`config.mk`:
```
export PLATFORM = sky130hd
export DESIGN_NAME = slow_clk_monitor
export DESIGN_NICKNAME = d
export VERILOG_FILES = /design/src/rtl/slow_clk_pkg.sv /design/src/rtl/slow_clk_monitor_sync_edge_det.sv /design/src/rtl/slow_clk_monitor.sv
export SDC_FILE = /design/constraint.sdc
export NUM_CORES = 1
export LEC_CHECK = 0
export CORE_UTILIZATION = 25
export DETAILED_ROUTE_END_ITERATION = 8
export PLACE_DENSITY = 0.46
export SYNTH_ARGS = -nofsm -noshare
export SYNTH_HDL_FRONTEND = slang
export SYNTH_SLANG_ARGS = --single-unit
```
`constraint.sdc`:
```
create_clock -name clk -period 7.4 [get_ports clk]
set_clock_uncertainty 0.15 [all_clocks]
set_input_delay 0.74 -clock clk [delete_from_list [all_inputs] [get_ports clk]]
set_output_delay 0.74 -clock clk [all_outputs]
set_load 0.01 [all_outputs]
```
`src/rtl/slow_clk_pkg.sv`:
```
// Shared types, default constants and helpers for the slow clock monitor.
package slow_clk_pkg;

    // Default configuration of the monitor.
    localparam int DEF_SYNC_STAGES = 2;
    localparam int DEF_CNT_W       = 16;
    localparam int DEF_TIMEOUT     = 1024;
    localparam int DEF_LOCK_EDGES  = 4;
    localparam int DEF_TOL         = 1;

    // Width used for measurement differences. It covers one extra bit
    // over the counter so that cnt+1 never wraps, for CNT_W up to 32.
    localparam int DIFF_W = 33;

    typedef enum logic [1:0] {
        ST_IDLE   = 2'd0,
        ST_ACQ    = 2'd1,
        ST_LOCKED = 2'd2,
        ST_LOST   = 2'd3
    } state_e;

    // Unsigned magnitude of the difference between two measurements.
    function automatic logic [DIFF_W-1:0] abs_diff(input logic [DIFF_W-1:0] a,
                                                   input logic [DIFF_W-1:0] b);
        return (a >= b) ? (a - b) : (b - a);
    endfunction

endpackage

```
`src/rtl/slow_clk_monitor_sync_edge_det.sv`:
```
// Synchronizer for an asynchronous slow signal plus registered edge pulses.
// SYNC_STAGES must be at least 2.
module sync_edge_det #(
    parameter int SYNC_STAGES = 2
) (
    input  logic clk,
    input  logic rst,
    input  logic sig_i,
    output logic rise_o,
    output logic fall_o,
    output logic edge_o
);

    logic [SYNC_STAGES-1:0] sync_q;
    logic                   prev_q;
    logic                   rise_q;
    logic                   fall_q;
    logic                   edge_q;
    logic                   sync_s;
    logic                   rise_d;
    logic                   fall_d;

    assign sync_s = sync_q[SYNC_STAGES-1];

    // Edge detect between the synchronized level and the previous sample.
    always_comb begin
        rise_d = sync_s & ~prev_q;
        fall_d = ~sync_s & prev_q;
    end

    // Synchronizer chain, previous-sample flop and registered pulses.
    always_ff @(posedge clk or posedge rst) begin
        if (rst) begin
            sync_q <= '0;
            prev_q <= 1'b0;
            rise_q <= 1'b0;
            fall_q <= 1'b0;
            edge_q <= 1'b0;
        end else begin
            sync_q <= {sync_q[SYNC_STAGES-2:0], sig_i};
            prev_q <= sync_s;
            rise_q <= rise_d;
            fall_q <= fall_d;
            edge_q <= rise_d | fall_d;
        end
    end

    assign rise_o = rise_q;
    assign fall_o = fall_q;
    assign edge_o = edge_q;

endmodule

```
`src/rtl/slow_clk_monitor.sv`:
```
// Slow clock monitor: edge enables, half-period measurement and lock/loss
// tracking of a slow square wave seen from the fast clk domain.
//
// state  | meaning
// IDLE   | after reset, waiting for the first edge (counter runs from reset)
// ACQ    | measuring; counting consecutive matching half-periods
// LOCKED | LOCK_EDGES matching measurements seen; tracking within TOL
// LOST   | no edge for TIMEOUT cycles; next edge restarts acquisition
module slow_clk_monitor
    import slow_clk_pkg::*;
#(
    parameter int SYNC_STAGES = DEF_SYNC_STAGES,
    parameter int CNT_W       = DEF_CNT_W,
    parameter int TIMEOUT     = DEF_TIMEOUT,
    parameter int LOCK_EDGES  = DEF_LOCK_EDGES,
    parameter int TOL         = DEF_TOL
) (
    input  logic             clk,
    input  logic             rst,
    input  logic             slow_in_i,
    output logic             rise_pulse_o,
    output logic             fall_pulse_o,
    output logic             edge_pulse_o,
    output logic [CNT_W-1:0] half_period_o,
    output logic             locked_o,
    output logic             lost_o
);

    localparam int MW = $clog2(LOCK_EDGES + 1);

    state_e           state_q;
    state_e           state_d;
    logic [CNT_W-1:0] cnt_q;
    logic [CNT_W-1:0] cnt_d;
    logic [CNT_W-1:0] half_period_q;
    logic [CNT_W-1:0] half_period_d;
    logic [CNT_W:0]   prev_meas_q;
    logic [CNT_W:0]   prev_meas_d;
    logic [MW-1:0]    match_cnt_q;
    logic [MW-1:0]    match_cnt_d;
    logic             have_ref_q;
    logic             have_ref_d;

    logic             edge_s;
    logic [CNT_W:0]   meas;
    logic [CNT_W-1:0] meas_sat;
    logic [MW-1:0]    match_inc;
    logic             meas_match;
    logic             timeout_hit;

    sync_edge_det #(
        .SYNC_STAGES (SYNC_STAGES)
    ) u_sync (
        .clk    (clk),
        .rst    (rst),
        .sig_i  (slow_in_i),
        .rise_o (rise_pulse_o),
        .fall_o (fall_pulse_o),
        .edge_o (edge_s)
    );

    assign edge_pulse_o = edge_s;

    // Measurement and compare against the previous accepted measurement.
    // A saturated counter yields 2^CNT_W, which is clamped for half_period.
    always_comb begin
        meas        = {1'b0, cnt_q} + {{CNT_W{1'b0}}, 1'b1};
        meas_sat    = meas[CNT_W] ? '1 : meas[CNT_W-1:0];
        match_inc   = match_cnt_q + MW'(1);
        meas_match  = abs_diff(DIFF_W'(meas), DIFF_W'(prev_meas_q)) <= DIFF_W'(TOL);
        timeout_hit = !edge_s && (cnt_q == CNT_W'(TIMEOUT - 1));
    end

    // Edge-to-edge cycle counter, saturating at all-ones.
    always_comb begin
        cnt_d = cnt_q;
        if (edge_s) begin
            cnt_d = '0;
        end else if (cnt_q != '1) begin
            cnt_d = cnt_q + CNT_W'(1);
        end
    end

    // Next-state and datapath update; an edge always beats the timeout.
    always_comb begin
        state_d       = state_q;
        have_ref_d    = have_ref_q;
        match_cnt_d   = match_cnt_q;
        prev_meas_d   = prev_meas_q;
        half_period_d = half_period_q;
        case (state_q)
            ST_IDLE: begin
                if (edge_s) begin
                    state_d    = ST_ACQ;
                    have_ref_d = 1'b0;
                end
            end
            ST_ACQ: begin
                if (edge_s) begin
                    prev_meas_d   = meas;
                    half_period_d = meas_sat;
                    if (!have_ref_q) begin
                        have_ref_d  = 1'b1;
                        match_cnt_d = '0;
                    end else if (meas_match) begin
                        match_cnt_d = match_inc;
                        if (match_inc == MW'(LOCK_EDGES)) begin
                            state_d = ST_LOCKED;
                        end
                    end else begin
                        match_cnt_d = '0;
                    end
                end
            end
            ST_LOCKED: begin
                if (edge_s) begin
                    prev_meas_d   = meas;
                    half_period_d = meas_sat;
                    if (!meas_match) begin
                        state_d     = ST_ACQ;
                        have_ref_d  = 1'b1;
                        match_cnt_d = '0;
                    end
                end
            end
            ST_LOST: begin
                if (edge_s) begin
                    state_d    = ST_ACQ;
                    have_ref_d = 1'b0;
                end
            end
            default: begin
                state_d = ST_IDLE;
            end
        endcase
        if (timeout_hit && (state_q != ST_LOST)) begin
            state_d     = ST_LOST;
            match_cnt_d = '0;
            have_ref_d  = 1'b0;
        end
    end

    // State register.
    always_ff @(posedge clk or posedge rst) begin
        if (rst) begin
            state_q <= ST_IDLE;
        end else begin
            state_q <= state_d;
        end
    end

    // Counter and measurement registers.
    always_ff @(posedge clk or posedge rst) begin
        if (rst) begin
            cnt_q         <= '0;
            half_period_q <= '0;
            prev_meas_q   <= '0;
            match_cnt_q   <= '0;
            have_ref_q    <= 1'b0;
        end else begin
            cnt_q         <= cnt_d;
            half_period_q <= half_period_d;
            prev_meas_q   <= prev_meas_d;
            match_cnt_q   <= match_cnt_d;
            have_ref_q    <= have_ref_d;
        end
    end

    // Status outputs decoded from the state register.
    always_comb begin
        locked_o = (state_q == ST_LOCKED);
        lost_o   = (state_q == ST_LOST);
    end

    assign half_period_o = half_period_q;

endmodule

```
==> results of run 1 <==
## final cells by class
class                   instances  area (sq um)
clock buffers                  13         280.3
repair buffers                 25         245.2
multi-input cells             445          2935
fillers                      2035         13300
flip-flops and latches         61          1526
inverters                      53         198.9
well taps                     260         325.3
clock inverters                 3         17.52
## cells in the mapped netlist, types with 3 or more instances
library cell and count:
o21a_1 7, o22ai_1 3, nand2b_1 7, clkbuf_8 5
a21o_1 6, o211ai_1 8, nor3_1 12, o21ai_0 54
inv_1 52, a31oi_1 7, and3_1 11, nand4_1 6
nand3_1 19, a21oi_1 42, o31a_1 3, mux2i_1 5
o21bai_1 4, xor2_1 11, nor2_1 56, xnor2_1 13
a211oi_1 7, clkbuf_1 14, nor4_1 5, and2_1 4
buf_6 4, nand2_1 56, ha_1 43, o2111ai_1 3
dfrtp_1 61
## layout by cell type, fill, tap and decap left out, drive strengths merged, types with 20 or more instances in the layout
cell type,n
clkdlybuf4s50,23
nand3,20
nor2,56
a21oi,44
o21ai,57
nand2,56
inv,53
ha,43
dfrtp,61
## how the worst min path moves through the flow
stage                                       endpoint  slack, ns  depth (start not counted)
after detailed placement  u_sync.sync_q[1]$_DFF_PP0_       0.18                          0
final                     u_sync.sync_q[1]$_DFF_PP0_       0.20                          0
after global placement    u_sync.sync_q[1]$_DFF_PP0_       0.19                          0
after global routing      u_sync.sync_q[1]$_DFF_PP0_       0.20                          0
after floorplan           u_sync.sync_q[1]$_DFF_PP0_       0.18                          0
after CTS                 u_sync.sync_q[1]$_DFF_PP0_       0.20                          0
## worst max-delay path, stage by stage, from the launching register on
cell and delay (ns):
dfrtp_1 0.44, ha_1 0.25, and3_1 0.23, and3b_1 0.24, nand3_1 0.28, inv_1 0.48, ha_1 0.36, nand2_1 0.12
o21ai_0 0.28, o21ai_0 0.11, or3_4 0.35, a2111oi_4 0.33, or3b_1 0.38, a32oi_1 0.14, and4b_2 0.29, nand3_2 0.13
and4_1 0.23, a211o_1 0.27
## power groups by stage
stage | registers (mW) | logic (mW) | clock network [mW]
2_1_floorplan | 0.391 | 0.566 | 0
3_3_place_gp | 0.389 | 0.775 | 0
3_5_place_dp | 0.391 | 0.769 | 0
4_1_cts | 0.385 | 0.773 | 0.416
5_1_grt | 0.389 | 0.850 | 0.427
6_report | 0.385 | 0.774 | 0.402
## stage by stage
| step | instance area [sq um] | utilization | total power, mW | setup slack, ns |
|---|---|---|---|---|
| 4_1_cts | 5529 | 0.2936 | 1.575 | 2.177 |
| 2_1_floorplan | 4840 | - | 0.9579 | 2.808 |
| 3_5_place_dp | 5231 | 0.2778 | 1.160 | 2.199 |
| 6_report | 5529 | 0.2936 | 1.561 | 2.219 |
| 3_3_place_gp | 5231 | 0.2778 | 1.165 | 2.358 |
| 5_1_grt | 5529 | 0.2936 | 1.666 | 1.722 |
## metal layers
layer | GRT usage | part of all wire
met1 | 0.1794 | 0.47
met2 | 0.2209 | 0.45
met3 | 0.01868 | 0.041
met4 | 0.07952 | 0.040
met5 | 0 | 0
## registers in the layout, summed over array words and instances (netlist names), 2 cells and up
name,count
match_cnt_q,3
u_sync.sync_q,2
state_q,2
prev_meas_q,17
cnt_q,16
half_period_o,16
## cells by family after synthesis
logic type                 after synthesis  share of synthesized area
AOI/OAI and AO/OA                      174                     0.2345
and+or+nand+nor                        196                     0.1960
muxes                                    6                    0.01267
adders and majority gates               45                     0.1194
DFF                                     61                     0.3154
xor gates and xnor gates                24                    0.04343
buffers and inverters                   79                    0.07859
==> flow_metrics.py, run 1 <==
metrics = {
    "outcome": {
        "status": "finished, final reports clean",
    },
    "pwr": {
        "p_clk_frac": 0.258,
        "switching_share": 0.4041,
        "power.switching_uw": 630.9,
        "leakage_nw": 2.549,
        "share_seq_of_total_power": 0.247,
        "power.density_nw_per_um2": 282.4,
        "p_int_uw": 930.3,
        "vdd_drop_max_mv": 0.1199,
        "comb_power_share": 0.496,
    },
    "yosys": {
        "synth_area_leaders": "dfrtp_1 (32%), ha_1 (11%), o21ai_0 (5.6%)",
        "synth_cell_type_count": 71,
        "async_flop_share": 1.000,
        "synth-edff-count": 0,
        "synth.yosys.seq_area_share": 0.3154,
        "yosys_warnings": 0,
        "postSynthAreaPerCell_sq_um": 8.273,
        "ys_seq_elements": 61,
        "synth_top_area_cell": "dfrtp_1",
        "syn_area_sq_um": 4840,
        "netlist_instances": 585,
        "synth_flop_cell": "dfrtp_1",
        "synth_top_area_share": 0.3154,
        "syn-num-nets": 633,
    },
    "finish": {
        "drive_above_1_share": 0.06667,
        "instances_no_fill": 860,
        "diodes": 0,
        "synthToLayoutAreaGrowth_pct": 14.25,
        "nNetsFinal": 643,
    },
    "setup_path": {
        "r2r-start": "cnt_q[0]$_DFFE_PP0P_",
        "worst-setup-path-type": "flop to flop",
        "crit_fanout": 16,
        "r2r_end": "state_q[1]$_DFFE_PP0P_",
        "cp-endpoint": "state_q[1]$_DFFE_PP0P_",
        "crit_required_ns": 7.46,
        "cp-start-kind": "flop",
        "startpoint": "cnt_q[0]$_DFFE_PP0P_",
        "regToRegSetupSlack_ns": 2.22,
        "critical_path_arrival_ns": 5.24,
        "reg2reg_depth": 17,
        "end_kind": "flop",
    },
    "global_routing": {
        "grt_pass1_wl_mm": 21.81,
        "grt_pass1_vias": 4257,
        "grt_max_degree": 62,
        "antenna_found_initial": 0,
        "grt_overflow": 0,
        "grtUsageTotal": 0.1385,
    },
    "floorplan": {
        "num_io_pins": 24,
        "die_y_um": 141.1,
        "die_x_um": 141.1,
        "row_count": 50,
        "start_util": 0.2570,
        "die_area_sq_um": 19920,
        "core_sq_um": 18830,
    },
    "sta": {
        "fin_crit_sh": 0.7002,
        "finalHoldViolations": 0,
        "timing.final.crit_period_ns": 5.181,
        "whs_ns": 0.1986,
        "slew_headroom": 0.3801,
        "fin_tns_setup_ns": 0,
        "fmax_mhz": 193.0,
        "setup_viol": 0,
        "rsz0062_at_grt": "false",
        "slew_viol_final": 0,
        "worst_slew_pin_slew_ns": 0.9299,
    },
    "detailed_routing": {
        "vias": 4214,
        "wl_per_cell_um": 15.18,
        "drt_pass1_iterations": 5,
        "drt_iter0_drc": 312,
        "drt-total-wl_mm": 13.06,
        "detail-route-antenna-nets": 0,
        "drc": 0,
        "viasPerCell": 4.900,
    },
    "placement": {
        "numPortBuffers": 23,
        "routabilityCongestion": 0.9217,
        "dp_hpwl_mm": 10.22,
        "placed_cells": 844,
    },
    "cts": {
        "clock_sinks": 61,
        "cts_hold_buffers": 0,
        "h-tree-depth": 3,
        "clock-root-buffer": "clkbuf_16",
        "cts-resized-gates": 0,
        "path_clk_slew_ns": 0.05,
        "postCtsSetupBuffers": 0,
        "worstSkewPairLatency_ns": 0.32,
        "cts_buffer_depth": 2,
        "cts_buffers": 9,
        "cts_tree": "done",
    },
    "min_path": {
        "holdCritStartpoint": "u_sync.sync_q[0]$_DFF_PP0_",
        "hold_class": "flop to flop",
    },
    "job": {
        "maxCapViolations": 0,
    },
}
Power figures use the tool's default switching activity.
==> run 2: changes to the inputs <==
==> constraint.sdc (replaced) <==
create_clock -name clk -period 5.05 [get_ports clk]
set_clock_uncertainty 0.15 [all_clocks]
set_input_delay 0.505 -clock clk [delete_from_list [all_inputs] [get_ports clk]]
set_output_delay 0.505 -clock clk [all_outputs]
set_load 0.01 [all_outputs]
==> flow_metrics.py, run 2 (synthesis results as in run 1) <==
metrics = {
    "outcome": {
        "status": "finished, final reports clean",
    },
    "setup_path": {
        "cp-start-kind": "flop",
        "worst-setup-path-type": "flop to flop",
        "end_kind": "flop",
        "r2r_end": "state_q[1]$_DFFE_PP0P_",
        "crit_required_ns": 5.11,
        "critical_path_arrival_ns": 4.90,
        "r2r-start": "cnt_q[0]$_DFFE_PP0P_",
        "reg2reg_depth": 14,
        "startpoint": "cnt_q[0]$_DFFE_PP0P_",
        "crit_fanout": 10,
        "regToRegSetupSlack_ns": 0.21,
    },
    "detailed_routing": {
        "detail-route-antenna-nets": 0,
        "viasPerCell": 4.779,
        "drt_iter0_drc": 250,
        "drt_pass1_iterations": 5,
        "drc": 0,
        "drt-total-wl_mm": 13.58,
        "wl_per_cell_um": 15.47,
        "vias": 4196,
    },
    "floorplan": {
        "die_x_um": 141.1,
        "row_count": 50,
        "die_area_sq_um": 19920,
        "num_io_pins": 24,
        "start_util": 0.2570,
        "core_sq_um": 18830,
        "die_y_um": 141.1,
    },
    "cts": {
        "cts_buffer_depth": 2,
        "cts_hold_buffers": 0,
        "clock-root-buffer": "clkbuf_16",
        "path_clk_slew_ns": 0.05,
        "cts_buffers": 9,
        "h-tree-depth": 3,
        "worstSkewPairLatency_ns": 0.32,
        "clock_sinks": 61,
        "cts_tree": "done",
    },
    "job": {
        "maxCapViolations": 0,
    },
    "sta": {
        "fmax_mhz": 206.6,
        "whs_ns": 0.1967,
        "finalHoldViolations": 0,
        "fin_tns_setup_ns": 0,
        "setup_viol": 0,
        "worst_slew_pin_slew_ns": 0.9354,
        "fin_crit_sh": 0.9582,
        "rsz0062_at_grt": "false",
        "slew_viol_final": 0,
        "timing.final.crit_period_ns": 4.839,
        "slew_headroom": 0.3764,
    },
    "global_routing": {
        "grt_pass1_vias": 4250,
        "grt_overflow": 0,
        "grt_max_degree": 62,
        "grt_pass1_wl_mm": 22.61,
        "grtUsageTotal": 0.1450,
        "antenna_found_initial": 0,
    },
    "pwr": {
        "leakage_nw": 2.646,
        "finalPower_mw": 2.362,
        "vdd_drop_max_mv": 0.1808,
        "power.density_nw_per_um2": 413.2,
    },
    "finish": {
        "largest_register": "prev_meas_q",
        "multi_input_area_sq_um": 2980,
        "final_cell_mix": "dfrtp_1 (60), nand2_1 (56), nor2_1 (56), o21ai_0 (53), inv_1 (51)",
        "instances_no_fill": 878,
        "drive_above_1_share": 0.1068,
        "synthToLayoutAreaGrowth_pct": 18.12,
        "diodes": 0,
        "nFillCells": 2054,
        "mostFrequentLayoutCell": "dfrtp_1",
        "final-seq-area_sq_um": 1528,
        "largest_reg_flops": 17,
        "nNetsFinal": 663,
    },
    "placement": {
        "routabilityCongestion": 0.8410,
        "dp_hpwl_mm": 10.74,
        "numPortBuffers": 23,
        "placed_cells": 864,
    },
    "min_path": {
        "hold_end": "u_sync.sync_q[1]$_DFF_PP0_",
        "whs_path_depth": 0,
        "holdCritStartpoint": "u_sync.sync_q[0]$_DFF_PP0_",
        "hold_class": "flop to flop",
    },
}
==> run 2: layer usage <==
metal  wire length, um  part of all wire  global-route usage  vias up
li1                  -                 -                   -     2113
met1              6507              0.48              0.1900     1941
met2              5991              0.44              0.2303      105
met3               432             0.032             0.01664       37
met4               648             0.048             0.08467        0
met5                 0                 0                   0        -
==> run 2: final cells by class <==
type                       count  share of cell area
sequential                    61              0.2672
timing repair buffer          45             0.06916
multi-input combinational    445              0.5213
inverter                      53             0.03480
tap                          260             0.05691
clock buffer                  10             0.04180
clock inverter                 4            0.008755
==> run 2: critical path: stages (launching register included) <==
cell	delay [ns]
dfrtp_2	0.42
ha_1	0.23
nand3_1	0.11
xnor2_1	0.33
ha_1	0.48
nand4_2	0.22
nor4_1	0.61
o21ai_0	0.31
a2111oi_4	0.40
or3b_1	0.38
a32oi_1	0.15
and4b_2	0.31
nand3_2	0.14
and4_1	0.23
a211o_1	0.26
==> run 2: through the flow <==
| stage | instance area, sq um | setup WS [ns] | utilization |
|---|---|---|---|
| 3_3_place_gp | 5381 | 0.2102 | 0.2858 |
| 6_report | 5717 | 0.2109 | 0.3036 |
| 2_1_floorplan | 4840 | 0.4576 | - |
| 4_1_cts | 5670 | 0.06790 | 0.3011 |
| 3_5_place_dp | 5381 | 0.09388 | 0.2858 |
| 5_1_grt | 5717 | 0.01165 | 0.3036 |
==> run 2: timing repair <==
| item | 4_1_cts | 5_1_grt |
|---|---|---|
| gates resized for setup | 0 | 10 |
| endpoints found under the setup margin | 0 | 6 |
| buffers inserted | 0 | 0 |
==> run 2: where the power goes <==
part	switching (mW)	total (mW)	leakage [nW]	internal, mW
registers	0.0331	0.565	0.818	0.532
logic	0.714	1.20	1.69	0.487
clock network	0.208	0.596	0.136	0.388
total	0.955	2.36	2.65	1.41
==> run 2: worst max-delay path by stage <==
| stage | endpoint | slack (ns) |
|---|---|---|
| floorplan | state_q[1]$_DFFE_PP0P_ | 0.46 |
| finish | state_q[1]$_DFFE_PP0P_ | 0.21 |
| detailed placement | state_q[1]$_DFFE_PP0P_ | 0.09 |
| CTS | state_q[1]$_DFFE_PP0P_ | 0.07 |
| global placement | state_q[1]$_DFFE_PP0P_ | 0.21 |
| global route | state_q[1]$_DFFE_PP0P_ | 0.01 |
==> run 3: changes to the inputs <==
==> constraint.sdc (replaced) <==
create_clock -name clk -period 5.05 [get_ports clk]
set_clock_uncertainty 0.15 [all_clocks]
set_input_delay 0.505 -clock clk [delete_from_list [all_inputs] [get_ports clk]]
set_output_delay 0.505 -clock clk [all_outputs]
set_load 0.005 [all_outputs]
==> results of run 3 <==
The final DEF is identical to that of run 2. Status: finished, final reports clean.
Among the figures that moved: total power 2.362 mW -> 2.354 mW
